**config.mk**
```make
export PLATFORM = sky130hd
export DESIGN_NAME = ccd_sync_fifo
export DESIGN_NICKNAME = d
export VERILOG_FILES = /design/src/rtl/ccd_sync_fifo.sv
export SDC_FILE = /design/constraint.sdc
export NUM_CORES = 1
export LEC_CHECK = 0
export CAP_MARGIN = 15
export CORE_ASPECT_RATIO = 2
export CORE_UTILIZATION = 40
export CTS_CLUSTER_SIZE = 20
export DETAILED_ROUTE_END_ITERATION = 8
export PLACE_DENSITY = 0.69
export SYNTH_ARGS = -nofsm -noshare
export SYNTH_HDL_FRONTEND = slang
export SYNTH_SLANG_ARGS = --single-unit
```
**constraint.sdc**
```tcl
create_clock -name clk -period 3.2 [get_ports clk]
set_input_delay 0.32 -clock clk [delete_from_list [all_inputs] [get_ports clk]]
set_output_delay 0.32 -clock clk [all_outputs]
set_load 0.01 [all_outputs]
```
**src/rtl/ccd_sync_fifo.sv**
```systemverilog
// Single-clock FIFO staging CCD words after the async crossing, with programmable
// almost-full/empty thresholds, optional first-word-fall-through and sticky error flags.
module ccd_sync_fifo #(
  parameter int WIDTH     = 8,
  parameter int DEPTH     = 16,
  parameter int AF_THRESH = 14,
  parameter int AE_THRESH = 2,
  parameter int FWFT      = 0
) (
  input  logic                       clk,
  input  logic                       rst_n,
  input  logic                       flush,
  input  logic                       wr_en,
  input  logic [WIDTH-1:0]           wr_data,
  input  logic                       rd_en,
  input  logic                       clr_err,
  output logic [WIDTH-1:0]           rd_data,
  output logic                       rd_valid,
  output logic                       full,
  output logic                       empty,
  output logic                       almost_full,
  output logic                       almost_empty,
  output logic [$clog2(DEPTH+1)-1:0] count,
  output logic                       overflow,
  output logic                       underflow
);

  localparam int AW = $clog2(DEPTH);
  localparam int CW = $clog2(DEPTH+1);

  logic [WIDTH-1:0] mem [DEPTH];
  logic [AW-1:0]    wr_ptr_reg, rd_ptr_reg;
  logic [CW-1:0]    count_reg, count_next;
  logic             full_reg, empty_reg, af_reg, ae_reg;
  logic             ovf_reg, ovf_next, udf_reg, udf_next;
  logic             wr_acc, rd_acc;

  // Acceptance looks only at registered FULL/EMPTY: no same-cycle bypass either way.
  always_comb begin
    wr_acc     = wr_en & ~full_reg & ~flush;
    rd_acc     = rd_en & ~empty_reg & ~flush;
    count_next = count_reg + CW'(wr_acc) - CW'(rd_acc);
    if (flush)
      count_next = '0;

    ovf_next = ovf_reg;
    if (clr_err)
      ovf_next = 1'b0;
    if (wr_en & full_reg & ~flush)
      ovf_next = 1'b1;

    udf_next = udf_reg;
    if (clr_err)
      udf_next = 1'b0;
    if (rd_en & empty_reg & ~flush)
      udf_next = 1'b1;
  end

  always_ff @(posedge clk or negedge rst_n) begin
    if (!rst_n) begin
      wr_ptr_reg <= '0;
      rd_ptr_reg <= '0;
      count_reg  <= '0;
      full_reg   <= 1'b0;
      empty_reg  <= 1'b1;
      af_reg     <= 1'b0;
      ae_reg     <= 1'b1;
      ovf_reg    <= 1'b0;
      udf_reg    <= 1'b0;
    end else begin
      if (flush) begin
        wr_ptr_reg <= '0;
        rd_ptr_reg <= '0;
      end else begin
        if (wr_acc)
          wr_ptr_reg <= wr_ptr_reg + AW'(1);
        if (rd_acc)
          rd_ptr_reg <= rd_ptr_reg + AW'(1);
      end
      // Flags are derived from the next occupancy so they move with count.
      count_reg <= count_next;
      full_reg  <= (count_next == CW'(DEPTH));
      empty_reg <= (count_next == '0);
      af_reg    <= (count_next >= CW'(AF_THRESH));
      ae_reg    <= (count_next <= CW'(AE_THRESH));
      ovf_reg   <= ovf_next;
      udf_reg   <= udf_next;
    end
  end

  // Storage is deliberately left out of reset.
  always_ff @(posedge clk) begin
    if (wr_acc)
      mem[wr_ptr_reg] <= wr_data;
  end

  generate
    if (FWFT != 0) begin : g_fwft
      assign rd_data  = empty_reg ? '0 : mem[rd_ptr_reg];
      assign rd_valid = ~empty_reg;
    end else begin : g_registered
      logic [WIDTH-1:0] rd_data_reg;
      logic             rd_valid_reg;

      always_ff @(posedge clk or negedge rst_n) begin
        if (!rst_n) begin
          rd_data_reg  <= '0;
          rd_valid_reg <= 1'b0;
        end else begin
          rd_valid_reg <= rd_acc;
          if (rd_acc)
            rd_data_reg <= mem[rd_ptr_reg];
        end
      end

      assign rd_data  = rd_data_reg;
      assign rd_valid = rd_valid_reg;
    end
  endgenerate

  assign full         = full_reg;
  assign empty        = empty_reg;
  assign almost_full  = af_reg;
  assign almost_empty = ae_reg;
  assign count        = count_reg;
  assign overflow     = ovf_reg;
  assign underflow    = udf_reg;

endmodule

```
# [After elaboration in Yosys (flattened, before gate mapping)]
# Memory sizes are Yosys's and may differ from the RTL's. A register that Yosys moved wholly into a read port is not among the register bits.
# Cells that the tools add are included.
[totals] reg_bits=20 output_inout_bits=20 input_bits=14 word_cells=45 memories=1 ramBits=128
[classes] order_cmp=2 n_eq_ne=1 reduce_logical=6 n_mux=10 bitwise=11 n_addsub=4
[memory_table] name="mem" words=16 width=8 rd=1 rd_ports_with_merged_regs=1 write_ports=1 line_no="31" rtl="logic [WIDTH-1:0] mem [DEPTH];"
[op_table] operator="4-bit 2-to-1 mux" count=4
[op_table] operator="4-bit by 1-bit adder with 4-bit output (second input constant)" count=2
[op_table] operator="1-bit bitwise AND" count=8
[op_table] operator="2-bit nonzero test" count=4
[op_table] operator="5-bit by 1-bit adder with 5-bit output" count=1
[op_table] operator="5-bit == test (second input constant)" count=1
[op_table] operator="5-bit by 4-bit >= comparator with 1-bit output (second input constant)" count=1
[op_table] operator="5-bit by 2-bit <= comparator with 1-bit output (second input constant)" count=1
[op_table] operator="5-bit logical NOT" count=1
[op_table] operator="1-bit 2-to-1 mux" count=5
[op_table] operator="5-bit 2-to-1 mux" count=1
[op_table] operator="5-bit by 1-bit subtractor with 5-bit output" count=1
[op_table] operator="1-bit inverter" count=3
[op_table] operator="1-bit logical NOT" count=1

# [Logic depth before layout (Yosys ltp)]
# Gate-level depths: netlist of run 1.
[depth] depth_word=7 ltp_mapped=12 mapped_depth_nobuf=10

# [Worst setup path after synthesis of run 1]
# No wires, ideal clock.
[synth_timing] path_type="reg2reg" start="register empty_reg (netlist: empty)" end="register ae_reg (netlist: almost_empty)" setup_slack_ns=-0.080 synth_period_minus_slack_ns=3.280 n_path_buf=2 arrival_time_ns=3.159 setup_time_ns=0.122 path_stages_with_launch=13 required_time_ns=3.078 cell_sequence="dfstp_2 -> or3b_1 -> buf_2 -> buf_1 -> inv_1 -> ha_1 -> inv_1 -> ha_1 -> fa_1 -> a21o_1 -> a21oi_1 -> mux2_2 -> a2111oi_0"
[synth_between] elab_chain_cells=6
[synth_lines] element="from (decl)" line_no="34" rtl="logic full_reg, empty_reg, af_reg, ae_reg;"
[synth_lines] element="from (signal assigned)" line_no="83" rtl="empty_reg <= (count_next == '0);"
[synth_lines] element="1-bit inverter" line_no="41" rtl="rd_acc = rd_en & ~empty_reg & ~flush;"
[synth_lines] element="1-bit bitwise AND (2 in a row)" line_no="41"
[synth_lines] element="net rd_acc" line_no="36" rtl="logic wr_acc, rd_acc;"
[synth_lines] element="5-bit by 1-bit subtractor with 5-bit output" line_no="42" rtl="count_next = count_reg + CW'(wr_acc) - CW'(rd_acc);"
[synth_lines] element="5-bit 2-to-1 mux" line_no="43" rtl="if (flush)"
[synth_lines] element="net count_next[4]" line_no="33" rtl="logic [CW-1:0] count_reg, count_next;"
[synth_lines] element="5-bit by 2-bit <= comparator with 1-bit output" line_no="85" rtl="ae_reg <= (count_next <= CW'(AE_THRESH));"
[synth_lines] element="to (signal assigned)" line_no="85"
[synth_lines] element="to (decl)" line_no="34"
# The timed path passes the listed nets, and every way through them passes these cells.
# A chain may end at the register's enable or synchronous reset.

# [Final worst setup path of run 1]
# Ends and elaborated chain as after synthesis.

==> key figures, run 1 <==
Timing
  • Rel. slew slack: 56.2%
  • Unrepaired setup endpoints after global routing: no
  • Final setup vio count: 0
  • Final count of pins violating max slew: 0
  • Final period util: 88.6%
  • Clock period minus worst slack: 2.83 ns
  • Setup TNS: 0 ns
  • Skew final: 0.00914 ns
  • Max Clk Rate: roughly 0.35 GHz
  • Fin. Hold Viols: 0
  • Fin worst setup slack: 0.366 ns
  • Worst slew pin tran: ~0.66 ns

Synthesis
  • Syn Nets: 370
  • Ys flop type: edfxtp_1
  • Yosys warnings: 0
  • Avg Cell Area, Syn: 18.6 um^2
  • Post-synth ARST share: between 10% and 20%
  • Post-synthesis cell type count: 44
  • Sequential share of the synthesized area: 70.9%
  • Cell area after synthesis: 0.00641 mm^2
  • Syn Inst Count: approximately 350
  • Seq cells post-synth: 156
  • EDFF count, synth: 128

Floorplanning
  • Boundary pin count: 34
  • CORE AREA: 0.0157 mm^2
  • # rows: 65
  • Die width: a little over 90 um
  • Die Ht: 181 um
  • Die area: 0.0166 mm^2
  • Starting Density: 40.9%

Setup path
  • Crit path capture type: flop
  • Worst r2r src: empty$_DFF_PN1_
  • CP cell instances: or3b_1 > inv_1 > ha_1 > inv_1 > ha_1 > fa_1 > a21o_1 > a21oi_1 > mux2_2 > a2111oi_0
  • Critical-path maximum fanout: 4
  • Capturing point of the worst reg2reg path: almost_empty$_DFF_PN1_
  • CP delay by family, top: adder cells
  • Worst endpoint data arrival time: 3.14 ns
  • CP Launch Point: empty$_DFF_PN1_
  • R2R cell count: 10
  • Setup CP Type: flop to flop
  • CP bufs+invs: 2
  • FF-to-FF setup slack: 0.37 ns
  • Startpoint types: flop
  • Critical Path RT: approximately 3.5 ns
  • Critical path's slowest cell: dfstp_2
  • Largest stage delay on the critical path: 0.55 ns

Clocking
  • CTS buffer count: 17
  • CTS tree: yes
  • Post-CTS setup buffer count: 0
  • Worst-Skew Late Latency: 0.43 ns
  • Count of cells resized by post-cts repair: 0
  • H-tree Lvls: 4
  • Post-CTS Hold Buffers: 0
  • CTS Buffer Depth: 2
  • Clock slew at reported path FFs: 0.06 ns
  • CTS Root Cell: clkbuf_16
  • # clock sinks: approximately 160

Drt
  • Total Wirelength: 12.6 mm
  • Max Used Layer: met4
  • Initial DRC Count: 280
  • Routed WL per cell: approximately 20 um
  • Met3 WL: 361 um
  • DRC viols: 0
  • M1 wire length: 4.31 mm
  • Via count: between 3000 and 4000
  • Post-DRT Antenna Nets: 0
  • Via density per instance: just over 5
  • Met2 WL post-DR: about 7.5 mm
  • 1st-pass router iterations: 4

Finish
  • Sequential Area: between 0.004 and 0.005 mm^2
  • Antenna cells: 0
  • Fin util: 49.6%
  • Fill count: 1263
  • Final-stage net count: 443
  • Area Overhead vs Synth: 21.5%
  • Largest register FFs: 128
  • Share of cells above drive strength 1: between 20% and 30%
  • Multi-input logic area: ~0.0017 mm^2

GRT
  • Largest net degree at the start of global routing: 29
  • Initial antenna violation count: 0
  • Vias in the first global route: approximately 3600
  • GR Overflow Total: 0
  • First-pass GRT wire length: 19.8 mm
  • All-Layer GR Usage: 16.7%

Min path
  • Hold WC Path Type: input port to asynchronous set/reset pin

Flow run
  • Maxcap violations: 0

Pwr
  • Max rail drop VDD: about 810 uV
  • Pwr dens: 748 mW/mm^2
  • Pwr Total: around 5.8 mW
  • Leakage: ~2.8 nW

Placement
  • Dpl ws: -0.00954 ns
  • Buffers on Ports: 33
  • Post-DP HPWL: slightly below 9 mm
  • Gp weighted congestion: between 0.7 and 0.8

Run status
  • Status: completed
-- where the power goes --
group | switching [mW] | internal, mW
clock network | 0.778 | 1.35
logic | 0.561 | 0.672
registers | 0.110 | 2.35
total | 1.45 | 4.38
-- per-stage QoR --
stage               std cells  hold slack, ns  cell area [um^2]
floorplan                 345          0.0244              6410
global placement          599           0.469              7120
detailed placement        599           0.469              7120
CTS                       631           0.283              7760
global route              632           0.329              7790
finish                    632           0.276              7790
-- layout make-up --
class                      instances  area share, %
clock buffer                      24           7.02
clock inverter                     8           1.28
inverter                          12          0.578
multi-input combinational        163           21.7
sequential                       156           58.3
tap                              201           3.23
timing repair buffer              68           7.87
-- cells in the final DEF, fill, tap and decap left out, types with 3 or more instances in the layout --
cell and instances:
xor2_1 5, mux2i_1 19, mux2_2 9, o21ai_2 7, mux4_2 22, inv_1 10
clkbuf_16 21, a21oi_1 3, nand2_1 15, edfxtp_1 128, ha_1 10, clkdlybuf4s50_1 33
clkinv_2 3, nor2b_1 7, nor2_1 29, dfrtp_1 26, mux4_1 8, xnor2_1 5
buf_4 34
-- synthesized netlist by cell type (2+ instances only) --
| cell type | number | area share, % |
|---|---|---|
| o21ai_2 | 7 | 0.96 |
| mux2i_1 | 19 | 3.0 |
| or3_1 | 2 | 0.20 |
| nand2_1 | 15 | 0.88 |
| xnor2_1 | 5 | 0.68 |
| dfrtp_1 | 26 | 10 |
| nor2_1 | 29 | 1.7 |
| mux2_2 | 9 | 1.6 |
| mux4_1 | 8 | 3.3 |
| a31o_2 | 2 | 0.27 |
| buf_6 | 4 | 0.70 |
| o22ai_1 | 2 | 0.20 |
| ha_1 | 10 | 2.0 |
| nor2b_1 | 7 | 0.68 |
| mux4_2 | 22 | 7.7 |
| buf_2 | 2 | 0.16 |
| a21oi_1 | 3 | 0.23 |
| inv_2 | 2 | 0.12 |
| buf_12 | 2 | 0.62 |
| inv_1 | 10 | 0.59 |
| edfxtp_1 | 128 | 60 |
| a21o_1 | 2 | 0.23 |
| dfstp_2 | 2 | 0.82 |
| xor2_1 | 5 | 0.68 |
| clkbuf_1 | 3 | 0.18 |
-- worst reg2reg max path, delay by kind of cell (launching register included) --
kind / cells / cell delay (ns)
buffers and inverters: 2 / 0.09
multiplexers: 1 / 0.39
flip-flops: 1 / 0.55
AND/OR/NAND/NOR: 1 / 0.12
adder cells (fa/ha/maj): 3 / 0.90
AO/OA/AOI/OAI: 3 / 0.66
-- how the worst max path moves through the flow --
stage                     cells past startpoint                      to  slack, ns
after global routing                         10  almost_empty$_DFF_PN1_       0.15
final                                        10  almost_empty$_DFF_PN1_       0.37
after floorplan                              12  almost_empty$_DFF_PN1_       0.06
after CTS                                    10  almost_empty$_DFF_PN1_       0.35
after global placement                       11  almost_empty$_DFF_PN1_      0.008
after detailed placement                     11  almost_empty$_DFF_PN1_      -0.01
-- metal layers --
| metal | global-route usage, % | vias up |
|---|---|---|
| met4 | 8.57 | 0 |
| met5 | 0 | - |
| li1 | - | 1481 |
| met1 | 16.1 | 1687 |
| met2 | 32.2 | 71 |
| met3 | 3.54 | 26 |
-- cells by family after synthesis --
kind of cell	count (synthesis)	share of synthesized area (%)
AO/OA/AOI/OAI	21	2.54
AND/OR/NAND/NOR	62	4.45
flip-flops	156	70.9
buffers and inverters	26	2.77
adder cells (fa/ha/maj)	11	2.26
XOR/XNOR	10	1.37
multiplexers	59	15.7
(Power assumes the default switching activity.)
==> inputs of run 2 (changes only) <==
--- a/config.mk
+++ b/config.mk
@@ -5,7 +5,7 @@
 export SDC_FILE = /design/constraint.sdc
 export NUM_CORES = 1
 export LEC_CHECK = 0
-export CAP_MARGIN = 15
+export CAP_MARGIN = 30
 export CORE_ASPECT_RATIO = 2
 export CORE_UTILIZATION = 40
 export CTS_CLUSTER_SIZE = 20
==> run 2 against run 1 <==
  * Register-to-register slack improved by 0.04 ns
  * Cell area rose by 0.48%
  * Non-clock buffer count did not move
  * Combinational power barely moved
  * Clock-buffer cell count fell by 2
  * Worst hold slack improved by 0.011 ns
  * First-iteration DRC count fell by 30%
  * Sequential power barely moved
  * Power rose by 2.5%
  * Critical endpoint unchanged
==> key figures, run 2 (synthesis gave the netlist of run 1 again) <==
Placement
  • Post-DP HPWL: 8.84 mm (-0.43%)
  • Post-DP Area: 0.00715 mm^2 (+0.39%)
  • Buffers on Ports: 33 (unchanged)
  • Gp weighted congestion: 0.767 (unchanged)

Timing
  • Final setup vio count: 0 (unchanged)
  • Unrepaired setup endpoints after global routing: no
  • Rel. slew slack: 54.2% (-2.1 points)
  • Final hold slack: 0.287 ns (+0.0113 ns)
  • Setup TNS: 0 ns (unchanged)
  • Skew final: 0.0113 ns (+0.00216 ns)
  • Final count of pins violating max slew: 0 (unchanged)
  • Worst slew pin tran: 0.688 ns (+0.0313 ns)
  • Fin. Hold Viols: 0 (unchanged)
  • Clock period minus worst slack: 2.80 ns (-0.0355 ns)
  • Max Clk Rate: 0.357 GHz (+1.3%)
  • Final period util: 87.5% (-1.1 points)

Setup path
  • Critical path's slowest cell: clkdlybuf4s50_1
  • CP cell instances: clkdlybuf4s50_1 > or3b_1 > inv_1 > ha_1 > inv_1 > ha_1 > fa_1 > a21o_1 > a21oi_1 > mux2_2 > a2111oi_0
  • Crit path capture type: flop
  • Largest stage delay on the critical path: 0.50 ns (-0.05 ns)
  • Critical Path Stages: 11 (+1)
  • Startpoint types: input port
  • Worst r2r src: empty$_DFF_PN1_
  • FF-to-FF setup slack: 0.40 ns (+0.04 ns)
  • Capturing point of the worst reg2reg path: almost_empty$_DFF_PN1_
  • Critical Path RT: 3.50 ns (about the same)
  • Worst endpoint data arrival time: 3.09 ns (-0.05 ns)
  • Critical-path maximum fanout: 3 (-1)
  • R2R cell count: 10 (unchanged)
  • CP bufs+invs: 3 (+1)
  • CP delay by family, top: adder cells
  • Setup CP Type: input port to flop

Clocking
  • CTS Root Cell: clkbuf_16
  • Post-CTS setup buffer count: 0 (unchanged)
  • Worst-Skew Late Latency: 0.42 ns (about the same)
  • H-tree Lvls: 4 (unchanged)
  • Clock slew at reported path FFs: 0.06 ns (about the same)
  • Count of cells resized by post-cts repair: 0 (unchanged)
  • CTS buffer count: 17 (unchanged)
  • CTS tree: yes
  • CTS Buffer Depth: 2 (unchanged)
  • Post-CTS Hold Buffers: 0 (unchanged)
  • # clock sinks: 156 (unchanged)

Floorplanning
  • CORE AREA: 0.0157 mm^2 (unchanged)
  • # rows: 65 (unchanged)
  • Die Ht: 181 um (unchanged)
  • Boundary pin count: 34 (unchanged)
  • Die width: 91.5 um (unchanged)
  • Starting Density: 40.9% (unchanged)
  • Die area: 0.0166 mm^2 (unchanged)

Pwr
  • Pwr dens: 763 mW/mm^2 (+2.0%)
  • Pwr Total: 5.97 mW (+2.5%)
  • Max rail drop VDD: 606 uV (-25%)
  • Leakage: 2.79 nW (+0.50%)

Flow run
  • Maxcap violations: 0 (unchanged)

Run status
  • Status: completed

Finish
  • Largest register FFs: 128 (unchanged)
  • Final-stage net count: 443 (unchanged)
  • Commonest cells after routing, fill and taps aside: edfxtp_1 (128), buf_4 (34), clkdlybuf4s50_1 (33)
  • Most common cell after layout, fill and taps aside: edfxtp_1
  • Antenna cells: 0 (unchanged)
  • Share of cells above drive strength 1: 25.5% (unchanged)
  • Area Overhead vs Synth: 22.1%
  • Final Instance Area: 0.00783 mm^2 (+0.48%)

GRT
  • Largest net degree at the start of global routing: 29 (unchanged)
  • All-Layer GR Usage: 16.4% (-0.31 points)
  • Initial antenna violation count: 0 (unchanged)
  • Vias in the first global route: 3561 (+0.084%)
  • GR Overflow Total: 0 (unchanged)
  • First-pass GRT wire length: 19.5 mm (-1.4%)

Drt
  • DRC viols: 0 (unchanged)
  • Total Wirelength: 12.4 mm (-1.4%)
  • Post-DRT Antenna Nets: 0 (unchanged)
  • 1st-pass router iterations: 4 (unchanged)
  • Via count: 3251 (-0.43%)
  • Routed WL per cell: 19.7 um (-1.4%)
  • Via density per instance: 5.14 (-0.43%)
  • Initial DRC Count: 196 (-30%)

Min path
  • Hold WC Path Type: input port to asynchronous set/reset pin
[run 2: changes by cell type in the layout (fill, tap and decap cells not counted), sizes merged]
cell,change
bufinv,+4
clkbuf,-2
clkinv,-2
[run 2: layout make-up]
class                      count  area, um^2
multi-input combinational    163        1690
clock inverter                10         210
sequential                   156        4550
clock buffer                  22         474
inverter                      12        45.0
timing repair buffer          68         613
fill                        1272        7870
tap                          201         251
[run 2: worst max path at each step]
stage,start,endpoint,slack (ns)
detailed placement,flush,almost_empty$_DFF_PN1_,-0.07
floorplan,empty$_DFF_PN1_,almost_empty$_DFF_PN1_,0.06
global route,empty$_DFF_PN1_,almost_empty$_DFF_PN1_,0.16
finish,rd_en,almost_empty$_DFF_PN1_,0.40
CTS,empty$_DFF_PN1_,almost_empty$_DFF_PN1_,0.40
global placement,rd_en,almost_empty$_DFF_PN1_,0.008
[run 2: worst register-to-register path, delay by kind of cell, from the launching register on]
kind	cells	cell delay [ns]
multiplexers	1	0.39
flip-flops	1	0.55
AND/OR/NAND/NOR	1	0.13
AO/OA/AOI/OAI	3	0.67
buffers and inverters	2	0.10
adder cells (fa/ha/maj)	3	0.85
[run 2: power breakdown]
part	total (mW)	internal [mW]	switching, mW
Clock	2.28	1.53	0.758
Sequential	2.46	2.35	0.111
Combinational	1.23	0.671	0.554
[run 2: per-stage QoR]
| stage | util, % | setup slack, ns | cells |
|---|---|---|---|
| floorplan | - | 0.0590 | 345 |
| global placement | 45.3 | 0.00834 | 599 |
| detailed placement | 45.5 | -0.0708 | 600 |
| CTS | 49.9 | 0.403 | 632 |
| global route | 49.9 | 0.160 | 632 |
| finish | 49.9 | 0.401 | 632 |
[run 2: metal layers]
layer | share of wire, % | global-route usage, %
met5 | 0 | 0
met4 | 3.3 | 10.2
met3 | 3.1 | 3.58
met2 | 60 | 30.9
met1 | 34 | 15.6
